==> config.mk <==
export PLATFORM = sky130hd
export DESIGN_NAME = period_scan_ctrl
export DESIGN_NICKNAME = d
export VERILOG_FILES = /design/src/rtl/period_scan_ctrl.sv
export SDC_FILE = /design/constraint.sdc
export NUM_CORES = 1
export LEC_CHECK = 0
export ABC_AREA = 0
export CAP_MARGIN = 20
export CORE_MARGIN = 3
export CORE_UTILIZATION = 45
export DETAILED_ROUTE_END_ITERATION = 16
export SYNTH_ARGS = -nofsm -noshare
export SYNTH_HDL_FRONTEND = slang
export SYNTH_SLANG_ARGS = --single-unit
==> constraint.sdc <==
create_clock -name clk -period 5.45 [get_ports clk]
set_clock_uncertainty 0.05 [all_clocks]
set_input_delay 0.545 -clock clk [delete_from_list [all_inputs] [get_ports clk]]
set_output_delay 0.545 -clock clk [all_outputs]
set_load 0.005 [all_outputs]
==> src/rtl/period_scan_ctrl.sv <==
// Round-robin scheduler that shares one period counter across N_CH inputs,
// aborts hung measurements and keeps per-channel results behind a read port.
module period_scan_ctrl #(
  parameter int N_CH         = 4,
  parameter int CH_W         = 2,
  parameter int CLK_MS_COUNT = 50000,
  parameter int TIMEOUT_MS   = 1000
) (
  input  logic            clk,
  input  logic            reset,
  input  logic            run,
  input  logic [N_CH-1:0] ch_mask,
  input  logic [N_CH-1:0] sig_in,
  input  logic            pc_ready,
  input  logic            pc_done_tick,
  input  logic [9:0]      pc_prd,
  output logic            pc_start,
  output logic            pc_si,
  input  logic [CH_W-1:0] rd_ch,
  output logic [9:0]      rd_period,
  output logic            rd_valid,
  output logic            rd_timeout,
  output logic            upd_tick,
  output logic [CH_W-1:0] upd_ch,
  output logic            busy
);
  localparam int N_SLOT = 1 << CH_W;
  localparam int PS_W   = $clog2(CLK_MS_COUNT + 1);
  localparam logic [PS_W-1:0] PS_LAST  = PS_W'(CLK_MS_COUNT - 1);
  localparam logic [10:0]     MS_LIMIT = 11'(TIMEOUT_MS);

  localparam logic [2:0] IDLE  = 3'd0;
  localparam logic [2:0] SEL   = 3'd1;
  localparam logic [2:0] START = 3'd2;
  localparam logic [2:0] MEAS  = 3'd3;
  localparam logic [2:0] ABORT = 3'd4;
  localparam logic [2:0] STORE = 3'd5;
  localparam logic [2:0] NEXT  = 3'd6;

  logic [N_CH-1:0]   sync1_reg, sync2_reg;
  logic [N_SLOT-1:0] sync_pad;
  logic [2:0]        state_reg, state_next;
  logic [CH_W-1:0]   cur_ch_reg, cur_ch_next;
  logic              sel_cnt_reg, sel_cnt_next;
  logic [PS_W-1:0]   presc_reg, presc_next;
  logic [10:0]       ms_reg, ms_next;
  logic              abort_tgl_reg, abort_tgl_next;
  logic              good_reg, good_next;
  logic              store_en;
  logic              upd_tick_reg;
  logic [CH_W-1:0]   upd_ch_reg;
  logic [9:0]        period_mem  [N_SLOT];
  logic              valid_mem   [N_SLOT];
  logic              timeout_mem [N_SLOT];
  logic [9:0]        rd_period_reg;
  logic              rd_valid_reg, rd_timeout_reg;

  // Lowest offset (from first_off upward, wrapping) whose mask bit is set.
  function automatic logic [CH_W-1:0] pick(input logic [N_CH-1:0] mask,
                                           input logic [CH_W-1:0] from,
                                           input int first_off);
    int idx;
    pick = from;
    for (int k = N_CH - 1; k >= 0; k--) begin
      idx = (int'(from) + first_off + k) % N_CH;
      if (mask[idx]) pick = idx[CH_W-1:0];
    end
  endfunction

  always_ff @(posedge clk or posedge reset) begin
    if (reset) begin
      sync1_reg <= '0;
      sync2_reg <= '0;
    end else begin
      sync1_reg <= sig_in;
      sync2_reg <= sync1_reg;
    end
  end

  assign sync_pad = N_SLOT'(sync2_reg);

  always_comb begin
    state_next     = state_reg;
    cur_ch_next    = cur_ch_reg;
    sel_cnt_next   = 1'b0;
    presc_next     = presc_reg;
    ms_next        = ms_reg;
    abort_tgl_next = 1'b0;
    good_next      = good_reg;
    store_en       = 1'b0;
    case (state_reg)
      IDLE: begin
        if (run && |ch_mask) begin
          cur_ch_next = pick(ch_mask, cur_ch_reg, 0);
          state_next  = SEL;
        end
      end
      SEL: begin
        // Two settle cycles so the counter's edge register sees the new channel.
        sel_cnt_next = 1'b1;
        if (sel_cnt_reg && pc_ready) state_next = START;
      end
      START: begin
        presc_next = '0;
        ms_next    = '0;
        state_next = MEAS;
      end
      MEAS: begin
        if (presc_reg == PS_LAST) begin
          presc_next = '0;
          ms_next    = ms_reg + 11'd1;
        end else begin
          presc_next = presc_reg + PS_W'(1);
        end
        if (pc_done_tick) begin
          good_next  = 1'b1;
          state_next = STORE;
        end else if (ms_reg == MS_LIMIT) begin
          good_next  = 1'b0;
          state_next = ABORT;
        end
      end
      ABORT: begin
        abort_tgl_next = ~abort_tgl_reg;
        if (pc_done_tick) state_next = STORE;
      end
      STORE: begin
        store_en   = 1'b1;
        state_next = NEXT;
      end
      NEXT: begin
        // Advance even when going idle so a resumed scan continues the rotation.
        if (|ch_mask) cur_ch_next = pick(ch_mask, cur_ch_reg, 1);
        state_next = (!run || ch_mask == '0) ? IDLE : SEL;
      end
      default: state_next = IDLE;
    endcase
  end

  always_ff @(posedge clk or posedge reset) begin
    if (reset) begin
      state_reg     <= IDLE;
      cur_ch_reg    <= '0;
      sel_cnt_reg   <= 1'b0;
      presc_reg     <= '0;
      ms_reg        <= '0;
      abort_tgl_reg <= 1'b0;
      good_reg      <= 1'b0;
      upd_tick_reg  <= 1'b0;
      upd_ch_reg    <= '0;
    end else begin
      state_reg     <= state_next;
      cur_ch_reg    <= cur_ch_next;
      sel_cnt_reg   <= sel_cnt_next;
      presc_reg     <= presc_next;
      ms_reg        <= ms_next;
      abort_tgl_reg <= abort_tgl_next;
      good_reg      <= good_next;
      upd_tick_reg  <= store_en;
      if (store_en) upd_ch_reg <= cur_ch_reg;
    end
  end

  generate
    for (genvar gi = 0; gi < N_SLOT; gi++) begin : g_slot
      logic [9:0] period_reg;
      logic       valid_reg, timeout_reg;
      always_ff @(posedge clk or posedge reset) begin
        if (reset) begin
          period_reg  <= '0;
          valid_reg   <= 1'b0;
          timeout_reg <= 1'b0;
        end else if (store_en && cur_ch_reg == CH_W'(gi)) begin
          period_reg  <= good_reg ? pc_prd : 10'd0;
          valid_reg   <= good_reg;
          timeout_reg <= ~good_reg;
        end
      end
      assign period_mem[gi]  = period_reg;
      assign valid_mem[gi]   = valid_reg;
      assign timeout_mem[gi] = timeout_reg;
    end
  endgenerate

  always_ff @(posedge clk or posedge reset) begin
    if (reset) begin
      rd_period_reg  <= '0;
      rd_valid_reg   <= 1'b0;
      rd_timeout_reg <= 1'b0;
    end else begin
      rd_period_reg  <= period_mem[rd_ch];
      rd_valid_reg   <= valid_mem[rd_ch];
      rd_timeout_reg <= timeout_mem[rd_ch];
    end
  end

  assign pc_start   = (state_reg == START);
  assign pc_si      = (state_reg == ABORT) ? abort_tgl_reg : sync_pad[cur_ch_reg];
  assign busy       = (state_reg != IDLE);
  assign upd_tick   = upd_tick_reg;
  assign upd_ch     = upd_ch_reg;
  assign rd_period  = rd_period_reg;
  assign rd_valid   = rd_valid_reg;
  assign rd_timeout = rd_timeout_reg;
endmodule

==> run_results.csv <==
group,metric,value,unit
synth,synth-adder-area-share,0.0179,
clock_tree,cts_num_sinks,106,
placement,dp_hpwl,6350,um
synth,synth_compound_area_frac,0.132,
sta,worst_pin_slew,877,ps
floorplan,fp.dieH,110,um
sta,max_freq,0.334,GHz
global_route,grt_pass1_vias,3293,
clock_tree,cts-root-buf,"clkbuf_8",
synth,ys_async_sr_fraction,1.00,
global_route,grt_util_met1,0.226,
clock_tree,hold_buffers,0,
synth,synth_top_area_frac,0.542,
placement,place.gp.congestion,0.803,
floorplan,die_x,110,um
synth,synth.area.top_cells,"dfrtp_1 54%, mux4_2 6.9%, o21ai_0 6.1%",
clock_tree,htree_num_levels,3,
pwr,power_density,433,nW/um2
final_layout,drive_gt1_frac,0.102,
global_route,grt_max_degree,58,
sta,relSlewSlack,0.414,
synth,ys_types,46,
sta,setup_viol,0,
floorplan,io_pins,43,
synth,yosysTopAreaCell,"dfrtp_1",
final_layout,antenna_cells,0,
worst_setup_path,critPathKind,"reg2out",
sta,setup_tns,0,ps
synth,synth_common_cells,"106 x dfrtp_1, 77 x nand2_1, 60 x o21ai_0",
synth,synth_edf_count,0,
sta,hold_viol,0,
sta,rsz0062_at_grt,"no",
placement,port_buffers,42,
worst_setup_path,arrival,2400,ps
routing,wl_per_cell,14.9,um
routing,drc,0,
final_layout,area_delta_synth_final,14.5,%
sta,post-route-period-util,0.549,
routing,drtIter0Drc,274,
floorplan,fp.dieArea,12200,um2
floorplan,num_rows,37,
final_layout,largest_reg_flops,40,
routing,postRouteAntennaNets,0,
clock_tree,cts_buffer_depth,2,
sta,whs,305,ps
synth,syn-cell-area,4890,um2
worst_setup_path,critPathLaunchType,"flop",
routing,drt-total-wl,9270,um
synth,synth_top_family_by_area,"simple AND/OR/NAND/NOR gates",
clock_tree,path_clk_slew,90,ps
synth,ys_seq_area_frac,0.542,
clock_tree,cts_buffers,9,
clock_tree,cts_tree,"built",
synth,synth_most_common_cell,"dfrtp_1",
final_layout,fin_nets,515,
floorplan,initial_utilization,0.468,
synth,synth_simple_gate_area_share,0.155,
synth,synth.area.mux_share,0.0974,
synth,synth_fp_nets,486,
min_path,hold_class,"reg2reg",
global_route,grt_first_pass_wirelength,15800,um
synth,synth_cells,454,
flow_run,cap_viol_max_count,0,
floorplan,core-area,10500,um2
routing,drt_first_pass_iters,5,
sta,min_period,2990,ps
clock_tree,cts_resized,0,
global_route,gr-usage-met3,0.0379,
global_route,use_met2,0.269,
global_route,grt_antenna_before_repair,0,
outcome,status,"completed",
synth,synth-xor-area-share,0.0215,
worst_setup_path,cp-end-kind,"primary output",
sta,drv_slew,0,
pwr,leakagePower,2.41,nW
clock_tree,post_cts_buffers,0,
global_route,grt-ovfl-total,0,
pwr,finalPower,0.00243,W
synth,synth_seq_cells,106,
synth,synthFlopType,"dfrtp_1",
synth,avgSynthCellArea,10.8,um2
pwr,peakVddDrop,0.000176,V
synth,yosysWarnings,0,
worst_setup_path,crit_fanout,17,
clock_tree,clk_latency,360,ps
global_route,top_usage_layer,"met2",
routing,vias,3351,
worst_setup_path,crit_required,4860,ps
global_route,grt_usage,0.167,
routing,vias_per_cell,5.37,
[cells by family (layout without fill, tap and decap cells)]
| logic type | after synthesis | count (layout) |
|---|---|---|
| compound gates | 102 | 102 |
| fa+ha+maj | 7 | 7 |
| xor+xnor | 12 | 12 |
| buf+inv | 41 | 75 |
| flops | 106 | 106 |
| mux | 28 | 28 |
| simple gates | 158 | 158 |
[metal layers]
metal  share of wire  wire length, um
met2            0.48             4420
met5               0                0
met1            0.46             4300
met4           0.015              139
met3           0.045              414
[power by group]
group          switching, W  internal (W)
Clock              0.000271      0.000234
Sequential         0.000174       0.00103
Combinational      0.000335      0.000379
Total              0.000780       0.00165
[critical path: stages, from the launching register on]
cell and delay [ps]:
dfrtp_1 760, mux4_2 570, mux2_2 270, clkdlybuf4s50_1 440
[layout make-up]
class                           instances  area [um2]
Fill cell                             936        4860
Sequential cell                       106        2650
Inverter                               15        58.8
Multi-Input combinational cell        307        2070
Timing Repair Buffer                   44         435
Clock buffer                           11         141
Tap cell                              136         170
Clock inverter                          5        70.1
[per-stage QoR]
step / util / setup WS, ps / instances / area (um2)
floorplan: - / 2070 / 454 / 4890
global placement: 0.515 / 2860 / 608 / 5390
detailed placement: 0.515 / 2810 / 608 / 5390
CTS: 0.535 / 2400 / 624 / 5600
global route: 0.535 / 2340 / 624 / 5600
finish: 0.535 / 2460 / 624 / 5600
[layout by cell type, fill, tap and decap left out, types with 2 or more instances in the layout]
master,count
or4_1,2
nand2b_1,2
a211oi_1,5
inv_1,14
nor3b_1,2
nor2b_1,3
a31oi_1,3
nand2_1,77
nor3_1,7
nand3b_1,2
mux2_2,7
dfrtp_1,106
a22o_1,3
mux2i_1,6
nor2_1,22
xnor2_1,7
inv_8,2
or3_1,5
mux4_2,15
o31ai_1,4
a31o_2,2
nor4b_2,2
and3_1,5
o21ai_0,60
buf_4,2
xor2_1,5
nand4_1,3
nor4_1,3
nand3_1,16
ha_1,7
a2111oi_4,3
and3b_1,2
clkbuf_8,10
clkdlybuf4s50_1,42
a21oi_1,15
[worst paths after layout]
check,startpoint,end,slack [ps],cells past startpoint
max in group asynchronous,reset,sync1_reg[2],3680,3
min reg2reg,sync1_reg[0],sync2_reg[0],300,0
min,sync1_reg[0],sync2_reg[0],300,0
min in group asynchronous,reset,g_slot[0].period_reg[6],590,2
max reg2reg,presc_reg[0],ms_reg[4],2790,6
max,cur_ch_reg[0],pc_si,2460,3
No activity file was read; power rests on OpenSTA's default activity.
